===== config.mk =====
export PLATFORM = sky130hd
export DESIGN_NAME = dmem_arbiter_flat
export DESIGN_NICKNAME = d
export VERILOG_FILES = /design/src/rtl/dmem_arbiter_pkg.sv /design/src/rtl/dmem_arbiter_if.sv /design/src/rtl/dmem_arbiter_pick.sv /design/src/rtl/dmem_arbiter.sv /design/src/flat_wrapper.sv
export SDC_FILE = /design/constraint.sdc
export NUM_CORES = 1
export LEC_CHECK = 0
export CORE_AREA = 3 3 118 120
export DETAILED_ROUTE_END_ITERATION = 6
export DIE_AREA = 0 0 121 123
export PLACE_DENSITY = 0.72
export SETUP_SLACK_MARGIN = 0.2
export SLEW_MARGIN = 20
export SYNTH_ARGS = -nofsm -noshare
export SYNTH_HDL_FRONTEND = slang
export SYNTH_SLANG_ARGS = --single-unit

===== constraint.sdc =====
create_clock -name clk -period 2.3 [get_ports clk]
set_clock_uncertainty 0.05 [all_clocks]
set_input_delay 0.345 -clock clk [delete_from_list [all_inputs] [get_ports clk]]
set_output_delay 0.345 -clock clk [all_outputs]
set_load 0.005 [all_outputs]

===== src/rtl/dmem_arbiter_pkg.sv =====
// -----------------------------------------------------------------------------
// dmem_arbiter_pkg
//   Shared definitions for the data-memory arbiter: FSM state encoding, master
//   ids and default bus widths.
//   Optional feature macro used by this block: DMEM_ARB_RR_EN (see dmem_arb_pick).
// -----------------------------------------------------------------------------
package dmem_arbiter_pkg;

    localparam int DARB_ADDR_W  = 32;
    localparam int DARB_DATA_W  = 32;
    localparam int DARB_MEMOP_W = 3;

    typedef enum logic {
        DARB_IDLE   = 1'b0,
        DARB_ACCESS = 1'b1
    } darb_state_e;

    // Master ids double as the select value and the round-robin "last" value.
    localparam logic DARB_M0 = 1'b0;
    localparam logic DARB_M1 = 1'b1;

endpackage


===== src/rtl/dmem_arbiter_if.sv =====
// -----------------------------------------------------------------------------
// dmem_arbiter_if
//   Bundles both master request ports and the memory-side bus of the arbiter.
//   Modports:
//     slave  - arbiter view: takes mN_* commands and mem_rdata, drives gnt,
//              rvalid, rdata and the mem_* command outputs.
//     master - surrounding SoC / testbench view (mirror of slave).
// -----------------------------------------------------------------------------
interface dmem_arbiter_if #(
    parameter int ADDR_W  = 32,
    parameter int DATA_W  = 32,
    parameter int MEMOP_W = 3
);
    logic               m0_req,    m1_req;
    logic               m0_we,     m1_we;
    logic [ADDR_W-1:0]  m0_addr,   m1_addr;
    logic [MEMOP_W-1:0] m0_memop,  m1_memop;
    logic [DATA_W-1:0]  m0_wdata,  m1_wdata;
    logic               m0_gnt,    m1_gnt;
    logic               m0_rvalid, m1_rvalid;
    logic [DATA_W-1:0]  m0_rdata,  m1_rdata;

    logic               mem_w;
    logic [ADDR_W-1:0]  mem_addr;
    logic [MEMOP_W-1:0] mem_memop;
    logic [DATA_W-1:0]  mem_wdata;
    logic [DATA_W-1:0]  mem_rdata;

    modport slave (
        input  m0_req, m0_we, m0_addr, m0_memop, m0_wdata,
        input  m1_req, m1_we, m1_addr, m1_memop, m1_wdata,
        output m0_gnt, m0_rvalid, m0_rdata,
        output m1_gnt, m1_rvalid, m1_rdata,
        output mem_w, mem_addr, mem_memop, mem_wdata,
        input  mem_rdata
    );

    modport master (
        output m0_req, m0_we, m0_addr, m0_memop, m0_wdata,
        output m1_req, m1_we, m1_addr, m1_memop, m1_wdata,
        input  m0_gnt, m0_rvalid, m0_rdata,
        input  m1_gnt, m1_rvalid, m1_rdata,
        input  mem_w, mem_addr, mem_memop, mem_wdata,
        output mem_rdata
    );
endinterface


===== src/rtl/dmem_arbiter_pick.sv =====
// -----------------------------------------------------------------------------
// dmem_arb_pick
//   Combinational winner selection between the two masters.
//   Ports:
//     req_i[1:0]  live request lines (bit N = master N)
//     last_i      most recently granted master (round-robin history)
//     winner_o    id of the selected master (only meaningful when any_o=1)
//     any_o       at least one request present
//   Macro DMEM_ARB_RR_EN: defined -> ties go to the master that was not granted
//   last; undefined -> M0 always wins ties and last_i is ignored.
// -----------------------------------------------------------------------------
module dmem_arb_pick
    import dmem_arbiter_pkg::*;
(
    input  logic [1:0] req_i,
    input  logic       last_i,
    output logic       winner_o,
    output logic       any_o
);

`ifndef DMEM_ARB_RR_EN
    // History is kept by the top regardless; fixed priority does not need it.
    logic unused_last;
    assign unused_last = last_i;
`endif

    always_comb begin
        any_o    = |req_i;
        winner_o = DARB_M0;
        case (req_i)
            2'b01:   winner_o = DARB_M0;
            2'b10:   winner_o = DARB_M1;
`ifdef DMEM_ARB_RR_EN
            2'b11:   winner_o = ~last_i;
`else
            2'b11:   winner_o = DARB_M0;
`endif
            default: winner_o = DARB_M0;
        endcase
    end

endmodule


===== src/rtl/dmem_arbiter.sv =====
// -----------------------------------------------------------------------------
// dmem_arbiter
//   Shares one single-port data memory between M0 (CPU data port) and M1
//   (DMA/debug loader). One access per cycle while requests keep arriving;
//   read data is returned registered one cycle after the grant.
//   Ports:
//     clk    system clock, all state on rising edge
//     reset  synchronous, active-high
//     bus    dmem_arbiter_if.slave: mN_req/we/addr/memop/wdata in,
//            mN_gnt/rvalid/rdata out, mem_w/addr/memop/wdata out, mem_rdata in
//   Tie-break policy selected by macro DMEM_ARB_RR_EN (inside dmem_arb_pick).
// -----------------------------------------------------------------------------
module dmem_arbiter
    import dmem_arbiter_pkg::*;
#(
    parameter int ADDR_W  = DARB_ADDR_W,
    parameter int DATA_W  = DARB_DATA_W,
    parameter int MEMOP_W = DARB_MEMOP_W
) (
    input  logic           clk,
    input  logic           reset,
    dmem_arbiter_if.slave  bus
);

    darb_state_e       state_q;
    logic              sel_q;
    logic              last_q;
    logic [1:0]        rvalid_q;
    logic [DATA_W-1:0] rdata_q [2];

    logic [1:0] req;
    logic       access;
    logic       sel_we;
    logic       pick_last;
    logic       winner;
    logic       any;

    assign req    = {bus.m1_req, bus.m0_req};
    assign access = (state_q == DARB_ACCESS);
    assign sel_we = sel_q ? bus.m1_we : bus.m0_we;

    // The granted master's held req counts as a fresh request, and last is
    // updated to sel on the same edge, so the tie-break sees sel as history
    // while in ACCESS. This gives strict alternation under round robin.
    assign pick_last = access ? sel_q : last_q;

    dmem_arb_pick u_pick (
        .req_i    (req),
        .last_i   (pick_last),
        .winner_o (winner),
        .any_o    (any)
    );

    // Memory command comes straight from the selected master's live inputs;
    // masters hold them stable through their grant cycle.
    assign bus.mem_addr  = access ? (sel_q ? bus.m1_addr  : bus.m0_addr)  : '0;
    assign bus.mem_memop = access ? (sel_q ? bus.m1_memop : bus.m0_memop) : '0;
    assign bus.mem_wdata = access ? (sel_q ? bus.m1_wdata : bus.m0_wdata) : '0;

    // Reset suppresses the in-flight access: no write strobe, no grant.
    assign bus.mem_w  = access & ~reset & sel_we;
    assign bus.m0_gnt = access & ~reset & (sel_q == DARB_M0);
    assign bus.m1_gnt = access & ~reset & (sel_q == DARB_M1);

    assign bus.m0_rvalid = rvalid_q[0];
    assign bus.m1_rvalid = rvalid_q[1];
    assign bus.m0_rdata  = rdata_q[0];
    assign bus.m1_rdata  = rdata_q[1];

    always_ff @(posedge clk) begin
        if (reset) begin
            state_q    <= DARB_IDLE;
            sel_q      <= DARB_M0;
            last_q     <= DARB_M1;   // M0 wins the first tie
            rvalid_q   <= '0;
            rdata_q[0] <= '0;
            rdata_q[1] <= '0;
        end else begin
            rvalid_q <= '0;
            case (state_q)
                DARB_IDLE: begin
                    if (any) begin
                        sel_q   <= winner;
                        state_q <= DARB_ACCESS;
                    end
                end
                DARB_ACCESS: begin
                    if (!sel_we) begin
                        rdata_q[sel_q]  <= bus.mem_rdata;
                        rvalid_q[sel_q] <= 1'b1;
                    end
                    last_q <= sel_q;
                    if (any) begin
                        sel_q <= winner;      // back-to-back, no IDLE bubble
                    end else begin
                        state_q <= DARB_IDLE;
                    end
                end
                default: state_q <= DARB_IDLE;
            endcase
        end
    end

endmodule


===== src/flat_wrapper.sv =====
// flat-port wrapper written by rule: the top's interface ports become plain ports
module dmem_arbiter_flat import dmem_arbiter_pkg::*;
#(
    parameter int ADDR_W  = DARB_ADDR_W,
    parameter int DATA_W  = DARB_DATA_W,
    parameter int MEMOP_W = DARB_MEMOP_W
)
  (clk, reset, bus_m0_req, bus_m0_we, bus_m0_addr, bus_m0_memop, bus_m0_wdata, bus_m1_req, bus_m1_we, bus_m1_addr, bus_m1_memop, bus_m1_wdata, bus_m0_gnt, bus_m0_rvalid, bus_m0_rdata, bus_m1_gnt, bus_m1_rvalid, bus_m1_rdata, bus_mem_w, bus_mem_addr, bus_mem_memop, bus_mem_wdata, bus_mem_rdata);
  dmem_arbiter_if #(.ADDR_W(ADDR_W), .DATA_W(DATA_W), .MEMOP_W(MEMOP_W)) bus_i ();
  input  logic clk;
  input  logic reset;
  input wire logic [$bits(bus_i.m0_req)-1:0] bus_m0_req;
  input wire logic [$bits(bus_i.m0_we)-1:0] bus_m0_we;
  input wire logic [$bits(bus_i.m0_addr)-1:0] bus_m0_addr;
  input wire logic [$bits(bus_i.m0_memop)-1:0] bus_m0_memop;
  input wire logic [$bits(bus_i.m0_wdata)-1:0] bus_m0_wdata;
  input wire logic [$bits(bus_i.m1_req)-1:0] bus_m1_req;
  input wire logic [$bits(bus_i.m1_we)-1:0] bus_m1_we;
  input wire logic [$bits(bus_i.m1_addr)-1:0] bus_m1_addr;
  input wire logic [$bits(bus_i.m1_memop)-1:0] bus_m1_memop;
  input wire logic [$bits(bus_i.m1_wdata)-1:0] bus_m1_wdata;
  output wire logic [$bits(bus_i.m0_gnt)-1:0] bus_m0_gnt;
  output wire logic [$bits(bus_i.m0_rvalid)-1:0] bus_m0_rvalid;
  output wire logic [$bits(bus_i.m0_rdata)-1:0] bus_m0_rdata;
  output wire logic [$bits(bus_i.m1_gnt)-1:0] bus_m1_gnt;
  output wire logic [$bits(bus_i.m1_rvalid)-1:0] bus_m1_rvalid;
  output wire logic [$bits(bus_i.m1_rdata)-1:0] bus_m1_rdata;
  output wire logic [$bits(bus_i.mem_w)-1:0] bus_mem_w;
  output wire logic [$bits(bus_i.mem_addr)-1:0] bus_mem_addr;
  output wire logic [$bits(bus_i.mem_memop)-1:0] bus_mem_memop;
  output wire logic [$bits(bus_i.mem_wdata)-1:0] bus_mem_wdata;
  input wire logic [$bits(bus_i.mem_rdata)-1:0] bus_mem_rdata;
  assign bus_i.m0_req = bus_m0_req;
  assign bus_i.m0_we = bus_m0_we;
  assign bus_i.m0_addr = bus_m0_addr;
  assign bus_i.m0_memop = bus_m0_memop;
  assign bus_i.m0_wdata = bus_m0_wdata;
  assign bus_i.m1_req = bus_m1_req;
  assign bus_i.m1_we = bus_m1_we;
  assign bus_i.m1_addr = bus_m1_addr;
  assign bus_i.m1_memop = bus_m1_memop;
  assign bus_i.m1_wdata = bus_m1_wdata;
  assign bus_m0_gnt = bus_i.m0_gnt;
  assign bus_m0_rvalid = bus_i.m0_rvalid;
  assign bus_m0_rdata = bus_i.m0_rdata;
  assign bus_m1_gnt = bus_i.m1_gnt;
  assign bus_m1_rvalid = bus_i.m1_rvalid;
  assign bus_m1_rdata = bus_i.m1_rdata;
  assign bus_mem_w = bus_i.mem_w;
  assign bus_mem_addr = bus_i.mem_addr;
  assign bus_mem_memop = bus_i.mem_memop;
  assign bus_mem_wdata = bus_i.mem_wdata;
  assign bus_i.mem_rdata = bus_mem_rdata;
  dmem_arbiter #(.ADDR_W(ADDR_W), .DATA_W(DATA_W), .MEMOP_W(MEMOP_W)) u_core (.clk(clk), .reset(reset), .bus(bus_i));
endmodule

Word level (Yosys, flattened, before mapping)

Memories as Yosys holds them, arrays and structs flattened.
Cells that the tools add are included.

Input bits: 172
RAM bits: 64
Word-level logic and storage cells: 39
Bits in registers: 4
Memories: 1
Output and inout port bits: 136

Bitwise operators: 7
Equal/unequal tests: 1
$lt $le $gt $ge: 2
Reduce and logical (&&, ||, !) cells: 4
Muxes and demuxes: 21

Memory list:

| name           | words | width | read ports | clocked after Yosys merged registers in | wr ports | line               | source |
|---|---|---|---|---|---|---|---|
| u_core.rdata_q | 2     | 32    | 2          | 0                                       | 2        | dmem_arbiter.sv:29 | `logic [DATA_W-1:0] rdata_q [2];` |

Operator list:

| kind                                                                  | number |
|---|---|
| 32-bit 2-to-1 mux                                                     | 5 |
| 32-bit OR reduction                                                   | 1 |
| 1-bit 2-to-1 mux                                                      | 13 |
| 3-bit 2-to-1 mux                                                      | 2 |
| 1-bit bitwise AND                                                     | 4 |
| 1-bit inverter                                                        | 3 |
| 3-bit OR reduction                                                    | 1 |
| 2-bit == test (second input constant)                                 | 1 |
| 1-bit by 2-bit < comparator with 1-bit output (second input constant) | 1 |
| 2-bit OR reduction                                                    | 1 |
| 1-bit demux with 1-bit select                                         | 1 |
| 1-bit >= comparator (second input constant)                           | 1 |
| 1-bit logical AND                                                     | 1 |

Longest topological paths before layout

Depth in word-level cells: 7
Depth in mapped cells: 4
Depth with buffers taken out: 2

By module

From an unflattened synthesis, not the netlist that was laid out.

Cells, all modules: 308
Area, all modules: 3747.3 sq um

By module, submodules not included:

| module        | times used | area each (sq um) | cells each | seq. area each (sq um) |
|---|---|---|---|---|
| dmem_arbiter  | 1          | 3734.8            | 306        | 2021.9 |
| dmem_arb_pick | 1          | 12.5              | 2          | 0.0 |

Least setup slack after synthesis

OpenSTA, ideal clock, no wires.

Kind: input to register
From: in bus_m1_we
To: mem u_core.rdata_q[1][0] (enable)
Cell stages on the path: 3
Buffers on the path: 1
Setup slack: 0.308 ns
Library setup time: 0.388 ns
Arrival time: 1.554 ns
Path through: nor2b_1 clkbuf_1 a21o_1

RTL lines:

| what        | line               | source |
|---|---|---|
| from (decl) | flat_wrapper.sv:18 | `input wire logic [$bits(bus_i.m1_we)-1:0] bus_m1_we;` |
| to (decl)   | dmem_arbiter.sv:29 |  |

Worst setup path after layout

From: reg u_core.sel_q
To: out bus_mem_wdata[26]

Cells in the longest elaborated chain, start to end: 2

Ends and longest elaborated chain:

| what                           | line               | source |
|---|---|---|
| from (decl)                    | dmem_arbiter.sv:26 | `logic sel_q;` |
| from (signal assigned)         | dmem_arbiter.sv:83 | `sel_q <= winner;` |
| from (signal assigned)         | dmem_arbiter.sv:94 | `sel_q <= winner;` |
| 32-bit 2-to-1 mux (2 in a row) | dmem_arbiter.sv:58 | `assign bus.mem_wdata = access ? (sel_q ? bus.m1_wdata : bus.m0_wdata) : '0;` |
| to (decl)                      | flat_wrapper.sv:31 | `output wire logic [$bits(bus_i.mem_wdata)-1:0] bus_mem_wdata;` |

No other way between the ends.

==> impl_metrics.ini <==
[sta]
setup_viol = 0
slew_headroom_pct = 68.17
fmax_ghz = 0.4611
rsz0062_at_grt = yes
hold_viol_final = 0
finalCritPeriodShare_pct = 94.30
drv_slew = 0
min_period_ns = 2.169
tightest_slew_ns = 0.4775
tns_ns = 0
holdWs_ns = 0.5491

[pwr]
powerDensity_nw_per_um2 = 488.5
p_leak_nw = 3.546
max-vdd-ir-drop_mv = 0.4103

[floorplan]
die_x_um = 121
dieArea_um2 = 14880
coreArea_um2 = 13090
io_pins = 308
die_h_um = 123
start_util_pct = 28.83
row_count = 42

[synthesis]
synth_commonest_cells = mux2i_1, nor2b_1, and3_1, edfxtp_1, clkbuf_1
synth.distinct_cells = 17
mappedNetlistNets = 482
ys.warnings.count = 0
synth_top_area_share_pct = 50.95
synth_area_leaders = edfxtp_1, mux2i_1, nor2b_1
synth_edf_count = 64
ys_ff_latch = 68
yosysSeqAreaShare_pct = 53.07
avgSynthCellArea_um2 = 12.17
synthFlopType = edfxtp_1
yosysTopAreaCell = edfxtp_1
synthArstFlopShare_pct = 0
synth.cell_area_um2 = 3772
postSynthCellCount = 310

[layout]
antennaDiodeCount = 0
stdcell_count = 836
utilization_pct = 59.88
final_layout_size_suffix_gt1_share_pct = 13.03
design_area_um2 = 7835
nets = 827
syn2layout_area_growth_pct = 107.7

[grt]
use_met1_pct = 21.08
met3_usage_pct = 4.346
grt_pass1_vias = 3729
gr-usage-met2_pct = 33.24
busiest_layer = met2
grt_usage_pct = 18.31
grt_pass1_wl_mm = 20.79
antenna_found_initial = 0
grt_max_degree = 66
grt.overflow.total = 0

[route]
antenna_left = 0
drc_errors = 0
first_pass_iters = 4
routed_wl_mm = 14.87
vias = 3785
via_per_inst = 4.528
wire_per_inst_um = 17.78
drt_iter0_drc = 254

[place]
port_buffers = 307
dp_cells = 782
gp_congestion = 0.8318
dp_hpwl_mm = 11.15
place_area_um2 = 7074

[clocking]
clock_latency_ns = 0.33
cts_max_path_buffers = 2
cts_tree = yes
cts-root-buf = clkbuf_16
cts.sinks = 68
numCtsBuffers = 9
htreeDepth = 3
clkTransAtPathRegs_ns = 0.05

[critical_path]
critical_path_arrival_ns = 1.77
critPathCaptureType = output pin
worstPathMaxFanout = 10
start_kind = flip-flop
crit_type = flip-flop to output pin
critPathRequiredTime_ns = 1.90

[flow_run]
cap_violations = 0

[worst_hold_path]
min_path_type = primary input to flip-flop

[run_status]
outcome = finished, final reports clean
power breakdown:
part           leakage, nW  total [mW]  switching, mW  internal [mW]
Clock                0.153        1.43          0.492          0.943
Sequential           0.701        1.44         0.0244           1.42
Combinational         2.69       0.948          0.316          0.632
critical path: stages (launching register included):
cell and delay, ns:
dfxtp_4 0.38, buf_4 0.15, buf_12 0.14, mux2i_2 0.14, nor2b_1 0.11, clkdlybuf4s50_1 0.52
stage by stage:
step	setup WS (ns)	power, mW
3_5_place_dp	0.1603	2.367
4_1_cts	0.09149	3.831
6_report	0.1311	3.827
2_1_floorplan	0.3085	1.715
5_1_grt	0.06643	3.954
3_3_place_gp	0.1661	2.352
kinds of logic after synthesis:
kind of cell / after synthesis / share of synthesized area [%]
and+or+nand+nor: 144 / 23.81
muxes: 68 / 18.04
DFF: 68 / 53.07
buffers and inverters: 28 / 4.676
AOI/OAI and AO/OA: 2 / 0.3979
final timing paths:
kind | slack (ns) | startpoint | cells past startpoint | endpoint
max | 0.13 | u_core.sel_q | 5 | bus_mem_wdata[26]
min | 0.55 | bus_m0_req | 2 | u_core.sel_q
max reg2reg | 0.45 | u_core.sel_q | 6 | u_core.rdata_q[1][5]
min reg2reg | 0.63 | u_core.access | 3 | u_core.rvalid_q[0]
cell usage in the layout, fill, tap and decap left out, drive strengths merged, types with 2 or more instances in the layout:
master,synthesis,final
clkdlybuf4s50,0,260
nor2b,69,69
mux2i,68,68
and3,64,64
edfxtp,64,64
buf,15,53
dlygate4sd2,0,22
dlymetal6s2s,0,22
clkbuf,13,14
nor2,6,6
dfxtp,4,4
clkinv,0,3
a21o,2,2
and2,2,2
nor3,2,2
bufinv,0,2
per-layer routing:
layer	vias to the layer above	wire [µm]
li1	1806	-
met2	227	7741
met5	-	0
met4	0	208
met3	15	1255
met1	1737	5659
area by class of cell:
class / count / area [µm²]
Tap cell: 176 / 220.2
Timing Repair Buffer: 362 / 3651
Clock inverter: 7 / 90.09
Clock buffer: 9 / 225.2
Fill cell: 1034 / 5250
Multi-Input combinational cell: 214 / 1639
Sequential cell: 68 / 2009
flip-flops by register name (all words and copies together) (netlist names):
register,count
u_core.rvalid_q,2
u_core.rdata_q,64
u_core.sel_q,1
u_core.access,1
repair_timing:
action	4_1_cts	5_1_grt
resized for setup	37	36
setup endpoints to repair	70	46
cloned	1	2
pin swaps	0	0
buffers inserted	17	18
hold buffers	0	0
(Power assumes the default switching activity.)
